[src/rtl/rgb_fade_ctrl.sv]
// -----------------------------------------------------------------------------
// rgb_fade_ctrl
//
// Command-driven fade sequencer for the three-channel RGB LED PWM path.
// A command carries a target colour (three 10-bit duties) and a step size.
// A step of zero jumps straight to the target. Any other step starts a fade.
// During a fade, each channel moves toward its target by up to `step` on
// every tick. Ticks are generated at CLK_FRE/STEP_HZ clock cycles.
//
// Parameters
//   CLK_FRE   input clock frequency in Hz
//   STEP_HZ   duty update (tick) rate in Hz; CLK_FRE/STEP_HZ must be >= 2
//   DUTY_MAX  largest legal duty value (must fit in 10 bits); larger
//             targets are clamped to it
//
// Ports
//   clk        system clock
//   rst_n      asynchronous active-low reset
//   cmd_valid  command present
//   cmd_ready  command can be accepted (combinational, equal to !busy)
//   cmd_rgb    target duties: index 2 = R, 1 = G, 0 = B
//   cmd_step   duty change per tick per channel; 0 = jump immediately
//   abort      stop a fade in progress and hold the current duties
//   pwm_duty   registered duty bus to the PWM generators
//   busy       fade in progress (registered)
//   done       one-cycle pulse when a fade or jump completes (registered)
// -----------------------------------------------------------------------------
module rgb_fade_ctrl #(
  parameter int CLK_FRE  = 27_000_000,
  parameter int STEP_HZ  = 1_000,
  parameter int DUTY_MAX = 1000
) (
  input  logic            clk,
  input  logic            rst_n,
  input  logic            cmd_valid,
  output logic            cmd_ready,
  input  logic [2:0][9:0] cmd_rgb,
  input  logic [3:0]      cmd_step,
  input  logic            abort,
  output logic [2:0][9:0] pwm_duty,
  output logic            busy,
  output logic            done
);

  // Cycles per tick. The prescaler runs 0..TICK_DIV-1.
  localparam int TICK_DIV = CLK_FRE / STEP_HZ;
  localparam int PRESC_W  = $clog2(TICK_DIV);

  localparam logic [PRESC_W-1:0] PRESC_LAST = PRESC_W'(TICK_DIV - 1);
  localparam logic [PRESC_W-1:0] PRESC_ONE  = PRESC_W'(1);
  localparam logic [9:0]         DUTY_MAX_V = 10'(DUTY_MAX);

  typedef enum logic [0:0] {
    ST_IDLE = 1'b0,
    ST_FADE = 1'b1
  } state_t;

  // ---------------------------------------------------------------------------
  // Helpers
  // ---------------------------------------------------------------------------

  // Clamp a requested duty to the legal range.
  function automatic logic [9:0] clamp_duty(input logic [9:0] raw);
    logic [9:0] res;
    if (raw > DUTY_MAX_V) begin
      res = DUTY_MAX_V;
    end else begin
      res = raw;
    end
    return res;
  endfunction

  // Move cur toward tgt by min(step, |tgt - cur|).
  // The distance is computed 11 bits wide. The applied delta never exceeds
  // the distance, so the 10-bit result cannot wrap or overshoot the target.
  function automatic logic [9:0] step_toward(input logic [9:0] cur,
                                             input logic [9:0] tgt,
                                             input logic [3:0] step);
    logic [10:0] diff;
    logic [9:0]  delta;
    logic [9:0]  res;
    if (tgt >= cur) begin
      diff = {1'b0, tgt} - {1'b0, cur};
    end else begin
      diff = {1'b0, cur} - {1'b0, tgt};
    end
    if (diff > {7'd0, step}) begin
      delta = {6'd0, step};
    end else begin
      delta = diff[9:0];
    end
    if (tgt >= cur) begin
      res = cur + delta;
    end else begin
      res = cur - delta;
    end
    return res;
  endfunction

  // ---------------------------------------------------------------------------
  // State
  // ---------------------------------------------------------------------------
  state_t              state_r;
  logic [PRESC_W-1:0]  presc_r;
  logic [2:0][9:0]     tgt_r;
  logic [2:0][9:0]     duty_r;
  logic [3:0]          step_r;
  logic                busy_r;
  logic                done_r;

  logic                accept_s;
  logic                tick_s;
  logic                all_at_tgt_s;
  logic [2:0][9:0]     cmd_tgt_s;
  logic [2:0][9:0]     next_duty_s;

  // Handshake decode and clamped command targets.
  always_comb begin
    accept_s  = cmd_valid && !busy_r;
    cmd_tgt_s = '0;
    for (int i = 0; i < 3; i++) begin
      cmd_tgt_s[i] = clamp_duty(cmd_rgb[i]);
    end
  end

  // Tick detection, per-channel next duty and the "all channels arrived" flag.
  // The flag is evaluated on the post-update duties. A command whose targets
  // already match the current duties therefore completes on its first tick.
  always_comb begin
    tick_s       = (state_r == ST_FADE) && (presc_r == PRESC_LAST);
    next_duty_s  = '0;
    all_at_tgt_s = 1'b1;
    for (int i = 0; i < 3; i++) begin
      next_duty_s[i] = step_toward(duty_r[i], tgt_r[i], step_r);
      if (next_duty_s[i] != tgt_r[i]) begin
        all_at_tgt_s = 1'b0;
      end else begin
        all_at_tgt_s = all_at_tgt_s;
      end
    end
  end

  // Tick prescaler. It runs freely and is restarted on every accept.
  // This puts the first tick exactly TICK_DIV edges after the accept edge.
  always_ff @(posedge clk or negedge rst_n) begin
    if (!rst_n) begin
      presc_r <= '0;
    end else if (accept_s) begin
      presc_r <= '0;
    end else if (presc_r == PRESC_LAST) begin
      presc_r <= '0;
    end else begin
      presc_r <= presc_r + PRESC_ONE;
    end
  end

  // Sequencer FSM with registered duty, busy and done outputs.
  always_ff @(posedge clk or negedge rst_n) begin
    if (!rst_n) begin
      state_r <= ST_IDLE;
      tgt_r   <= '0;
      step_r  <= 4'd0;
      duty_r  <= '0;
      busy_r  <= 1'b0;
      done_r  <= 1'b0;
    end else begin
      done_r <= 1'b0;
      case (state_r)
        ST_IDLE: begin
          busy_r <= 1'b0;
          if (accept_s) begin
            tgt_r  <= cmd_tgt_s;
            step_r <= cmd_step;
            if (cmd_step == 4'd0) begin
              // Jump: land on the target at once and stay idle.
              duty_r <= cmd_tgt_s;
              done_r <= 1'b1;
            end else begin
              state_r <= ST_FADE;
              busy_r  <= 1'b1;
            end
          end
        end
        ST_FADE: begin
          if (abort) begin
            // Abort wins over a coincident tick: duties freeze as they are.
            state_r <= ST_IDLE;
            busy_r  <= 1'b0;
          end else if (tick_s) begin
            duty_r <= next_duty_s;
            if (all_at_tgt_s) begin
              state_r <= ST_IDLE;
              busy_r  <= 1'b0;
              done_r  <= 1'b1;
            end
          end
        end
        default: begin
          state_r <= ST_IDLE;
          busy_r  <= 1'b0;
        end
      endcase
    end
  end

  assign pwm_duty  = duty_r;
  assign busy      = busy_r;
  assign done      = done_r;
  assign cmd_ready = !busy_r;

endmodule

[config.mk]
export PLATFORM = sky130hd
export DESIGN_NAME = rgb_fade_ctrl
export DESIGN_NICKNAME = d
export VERILOG_FILES = /design/src/rtl/rgb_fade_ctrl.sv
export SDC_FILE = /design/constraint.sdc
export NUM_CORES = 1
export LEC_CHECK = 0
export BUFFER_PORTS_ARGS = -buffer_cell sky130_fd_sc_hd__buf_2
export CORE_MARGIN = 1
export CORE_UTILIZATION = 55
export DETAILED_ROUTE_END_ITERATION = 8
export PLACE_DENSITY = 0.74
export SYNTH_ARGS = -nofsm -noshare
export SYNTH_HDL_FRONTEND = slang
export SYNTH_SLANG_ARGS = --single-unit
[constraint.sdc]
create_clock -name clk -period 9.6 [get_ports clk]
set_input_delay 0.96 -clock clk [delete_from_list [all_inputs] [get_ports clk]]
set_output_delay 0.96 -clock clk [all_outputs]
set_load 0.02 [all_outputs]
==> impl_metrics.ini, run 1 <==
[yosys]
yosys.area.top_type = dfrtp_1
syn_inst = 1199
synth_nets = 1349
ys.flop_type = dfrtp_1
ys_seq_area_share_pct = 21.7
synth_edf_count = 0
yosys.area.top_type_share_pct = 21.7
netlist_area_um2 = 9450
synth_cell_types = 90
ys_ff_latch = 82
synthTopCellsByArea = dfrtp_1 (22%), ha_1 (14%), xnor2_1 (5.2%), o21ai_0 (5.1%), a21oi_1 (5.0%)
synth_warnings = 0
avgSynthCellArea_um2 = 7.88
synthArstFlopShare_pct = 100

[setup_path]
reg2reg_depth = 32
rr_startpoint = pwm_duty[1]$_DFFE_PN0P_
rrSetupSlack_ns = 1.42
slowest_delay_ns = 0.51
critPathKind = reg2reg
critical_path_buf_inv_count = 4
crit_path_end_kind = flip-flop
rr_endpoint = busy$_DFFE_PN0P_
start_kind = flip-flop
worstPathRequired_ns = 9.86
crit_slowest_cell = nor4_1
cp_data_arrival_time_ns = 8.44
crit_fanout = 17
critPathTopFamily = simple AND/OR/NAND/NOR gates

[detailed_routing]
routedWlPerCell_um = 18.5
ant_nets = 0
drt-vias-per-instance = 6.20
wirelength_mm = 27.0
firstDrtPassIters = 7
vias = 9053
drc = 0
drt-initial-drc-count = 684

[die]
pin_count = 71
initial_core_util_pct = 56.6
die_h_um = 133
core-area_um2 = 16700
rows = 47
die_area_um2 = 17700
dieWidth_um = 133

[hold_path]
holdCritPathClass = reg2reg
min_to = presc_r[0]$_DFF_PN0_
hold_path_depth = 1
hold_path.startpoint = presc_r[0]$_DFF_PN0_

[grt]
grt.overflow.total = 0
grt_max_degree = 46
grt_use_total_pct = 31.3
grt_pass1_vias = 8529
grt_pass1_wl_mm = 43.9
antenna_found_initial = 1

[sta]
slew_headroom_pct = 28.3
finalSetupViolCount = 0
hold_violations = 0
tns_ns = 0
rsz0062_at_grt = no
post-route-period-util_pct = 85.2
finClkSkew_ns = 0.0120
tightest_slew_ns = 1.07
max_freq_mhz = 122
drv_slew = 0
fin_crit_ns = 8.18

[final_layout]
syn_to_final_growth_pct = 8.00
mostFrequentLayoutCells = nand2_1 (125), inv_1 (111), ha_1 (103)
drive_above_1_share_pct = 10.3
final_common_cell = nand2_1
n_antenna_cell = 0
final_nets = 1385

[cts]
cts_max_level = 3
clkLatencyLatePin_ns = 0.36
numClockSinks = 82
cts_buffer_depth = 2
postCtsSetupBuffers = 0
cts.clk_slew.worst_paths_ns = 0.08
ctsResizeCount = 0
numCtsBuffers = 9
cts_tree = done
ctsHoldBuffers = 0
cts-root-buf = clkbuf_16

[run]
drv_cap = 0

[placement]
dp.final_hpwl_mm = 20.9
portBuffers = 70
gp_congestion = 0.951

[run_status]
status = completed
-- area by class of cell --
class | count | area [µm²]
multi-input combinational | 956 | 6760
fill | 1529 | 6500
sequential | 82 | 2050
inverter | 112 | 420
timing repair buffer | 74 | 383
tap | 220 | 275
clock buffer | 9 | 225
clock inverter | 7 | 81.3
-- synthesized netlist by cell type (32+ instances only) --
library cell  instances
clkbuf_1             34
xor2_1               33
a21oi_1              95
inv_1               111
o21ai_0              96
dfrtp_1              82
ha_1                103
xnor2_1              56
a21o_1               32
nor2_1               91
nand2_1             125
-- sequential cells by signal (all words and copies together) (netlist names) --
register  cells
busy          1
done          1
presc_r      15
pwm_duty     30
state_r       1
step_r        4
tgt_r        30
-- layer usage --
metal | GRT usage, % | vias up | part of all wire, %
li1 | - | 4326 | -
met1 | 41.4 | 4288 | 44
met2 | 51.2 | 359 | 46
met3 | 5.29 | 78 | 7.4
met4 | 11.7 | 2 | 3.1
met5 | 0 | - | 0.048
-- how the worst max path moves through the flow --
stage                              from          endpoint  slack (ns)  depth (start not counted)
6_report        pwm_duty[1]$_DFFE_PN0P_  busy$_DFFE_PN0P_        1.42                         32
5_1_grt        pwm_duty[11]$_DFFE_PN0P_  busy$_DFFE_PN0P_        0.71                         34
4_1_cts         pwm_duty[1]$_DFFE_PN0P_  busy$_DFFE_PN0P_        1.45                         32
3_5_place_dp    pwm_duty[1]$_DFFE_PN0P_  busy$_DFFE_PN0P_        1.47                         32
3_3_place_gp    pwm_duty[1]$_DFFE_PN0P_  busy$_DFFE_PN0P_        1.82                         32
2_1_floorplan  pwm_duty[14]$_DFFE_PN0P_  busy$_DFFE_PN0P_        2.31                         36
-- per-stage QoR --
stage	util, %	hold slack [ns]	setup WS, ns	std cells	area [µm²]
3_3_place_gp	59.2	0.483	1.82	1444	9890
4_1_cts	61.1	0.498	1.45	1460	10200
5_1_grt	61.1	0.534	0.714	1460	10200
6_report	61.1	0.498	1.42	1460	10200
2_1_floorplan	-	0.455	2.31	1199	9450
3_5_place_dp	59.2	0.487	1.47	1444	9890
-- worst register-to-register path: cells and delay by family (launching register included) --
kind | cells | cell delay [ns]
fa+ha+maj | 4 | 1.37
buf+inv | 4 | 0.40
xor+xnor | 2 | 0.67
compound gates | 9 | 2.33
simple gates | 11 | 2.33
flops | 1 | 0.44
mux | 2 | 0.54
-- kinds of logic after synthesis --
logic type | synth area share [%]
AND/OR/NAND/NOR | 18.1
multiplexers | 3.62
AO/OA/AOI/OAI | 25.6
flip-flops | 21.7
XOR/XNOR | 8.60
buffers and inverters | 6.78
adder cells (fa/ha/maj) | 15.6
Power of run 1 is not shown: default switching activity piles up to over one toggle a cycle in this logic, so the estimate is an artifact.
==> inputs of run 2 (changes only) <==
Settings changed: BUFFER_PORTS_ARGS -buffer_cell sky130_fd_sc_hd__buf_2 to -buffer_cell sky130_fd_sc_hd__buf_4, CORE_UTILIZATION 55 to 50, PLACE_DENSITY 0.74 to 0.68.
==> run 2 against run 1 <==
  * Fmax decreased by 2.8%
  * Sequential share of layout area decreased by 0.43 points
  * Critical path depth unchanged
  * Cell count increased by 0.68%
  * Largest cell class unchanged
==> impl_metrics.ini, run 2 (same netlist as run 1, synthesis figures left out) <==
[run_status]
status = completed

[grt]
antenna_found_initial = 0
grt_pass1_vias = 8432
grt_max_degree = 61
grt.overflow.total = 0
grt_use_total_pct = 28.9
grt_pass1_wl_mm = 44.7

[detailed_routing]
drt-initial-drc-count = 600
ant_nets = 0
vias = 8815
drc = 0
drt-vias-per-instance = 6.00
routedWlPerCell_um = 18.6
firstDrtPassIters = 6
wirelength_mm = 27.4

[run]
drv_cap = 0

[setup_path]
cp-endpoint = busy$_DFFE_PN0P_
cp_data_arrival_time_ns = 8.67
crit_slowest_cell = nor4_1
rr_endpoint = busy$_DFFE_PN0P_
rrSetupSlack_ns = 1.18
rr_startpoint = pwm_duty[1]$_DFFE_PN0P_
crit_path_end_kind = flip-flop
critPathKind = reg2reg
crit_fanout = 17
critical_path_buf_inv_count = 4
reg2reg_depth = 32
critPathTopFamily = simple AND/OR/NAND/NOR gates
critical_path_depth = 32
slowest_delay_ns = 0.51
startpoint = pwm_duty[1]$_DFFE_PN0P_
worstPathRequired_ns = 9.85
start_kind = flip-flop

[placement]
place_area_um2 = 10100
portBuffers = 70
gp_congestion = 0.965
place_ws_ns = 1.35
dp.final_hpwl_mm = 21.1

[sta]
post-route-period-util_pct = 87.7
finClkSkew_ns = 0.00694
tightest_slew_ns = 1.13
tns_ns = 0
max_freq_mhz = 119
fin_crit_ns = 8.42
worst_slack_ns = 1.18
hold_violations = 0
drv_slew = 0
slew_headroom_pct = 24.5
finalSetupViolCount = 0
rsz0062_at_grt = no

[die]
core-area_um2 = 18200
die_area_um2 = 19400
die_h_um = 139
dieWidth_um = 139
pin_count = 71
initial_core_util_pct = 51.9
rows = 49

[cts]
numCtsBuffers = 9
clkLatencyLatePin_ns = 0.36
ctsResizeCount = 0
postCtsSetupBuffers = 0
numClockSinks = 82
ctsHoldBuffers = 0
cts_max_level = 3
cts-root-buf = clkbuf_16
cts_tree = done
cts_buffer_depth = 2
cts.clk_slew.worst_paths_ns = 0.07

[final_layout]
n_antenna_cell = 0
drive_above_1_share_pct = 10.4
finish.utilization_pct = 57.2
design_area_um2 = 10400
final_nets = 1386
mostFrequentLayoutCells = nand2_1 (125), inv_1 (111), ha_1 (103)
seq_area_um2 = 2050
syn_to_final_growth_pct = 10.4
multi_input_comb_area_um2 = 6760
n_fill_cell = 1698
final_common_cell = nand2_1

[hold_path]
holdCritPathClass = reg2reg
[run 2: cell count changes in the layout (fill, tap and decap cells not counted)]
cell / delta
inv_8: -1
clkinv_8: -1
clkinv_4: -1
bufinv_16: +2
clkinvlp_4: +1
buf_2: -69
buf_4: +70
[run 2: metrics by stage]
stage / cells / hold slack (ns)
after floorplan: 1199 / 0.455
after global placement: 1454 / 0.486
after detailed placement: 1454 / 0.482
after CTS: 1470 / 0.491
after global routing: 1470 / 0.507
final: 1470 / 0.491
[run 2: cell type report]
cell class              instances  area share (%)
multi-input cells             956            64.9
flip-flops and latches         82            19.7
repair buffers                 75            5.40
inverters                     112            4.03
well taps                     229            2.75
clock buffers                   9            2.16
clock inverters                 7            1.08
[run 2: worst reg2reg max path, delay by kind of cell, from the launching register on]
kind | cells | cell delay, ns
adder cells (fa/ha/maj) | 4 | 1.37
multiplexers | 2 | 0.56
flip-flops | 1 | 0.49
AO/OA/AOI/OAI | 9 | 2.34
buffers and inverters | 4 | 0.44
XOR/XNOR | 2 | 0.65
AND/OR/NAND/NOR | 11 | 2.47
[run 2: worst min-delay path by stage]
stage | from | to | depth (start not counted)
floorplan | presc_r[0]$_DFF_PN0_ | presc_r[0]$_DFF_PN0_ | 1
global placement | presc_r[0]$_DFF_PN0_ | presc_r[0]$_DFF_PN0_ | 1
detailed placement | presc_r[0]$_DFF_PN0_ | presc_r[0]$_DFF_PN0_ | 1
CTS | presc_r[0]$_DFF_PN0_ | presc_r[0]$_DFF_PN0_ | 1
global route | presc_r[0]$_DFF_PN0_ | presc_r[0]$_DFF_PN0_ | 1
finish | presc_r[0]$_DFF_PN0_ | presc_r[0]$_DFF_PN0_ | 1
[run 2: per-layer routing]
| layer | GRT usage (%) | vias up | wire length (µm) |
|---|---|---|---|
| met5 | 0 | - | 0 |
| met4 | 9.59 | 0 | 766 |
| met3 | 4.23 | 52 | 1350 |
| met2 | 46.4 | 253 | 12300 |
| met1 | 39.8 | 4200 | 12900 |
| li1 | - | 4310 | - |
Power of run 2 is left out for the same reason.
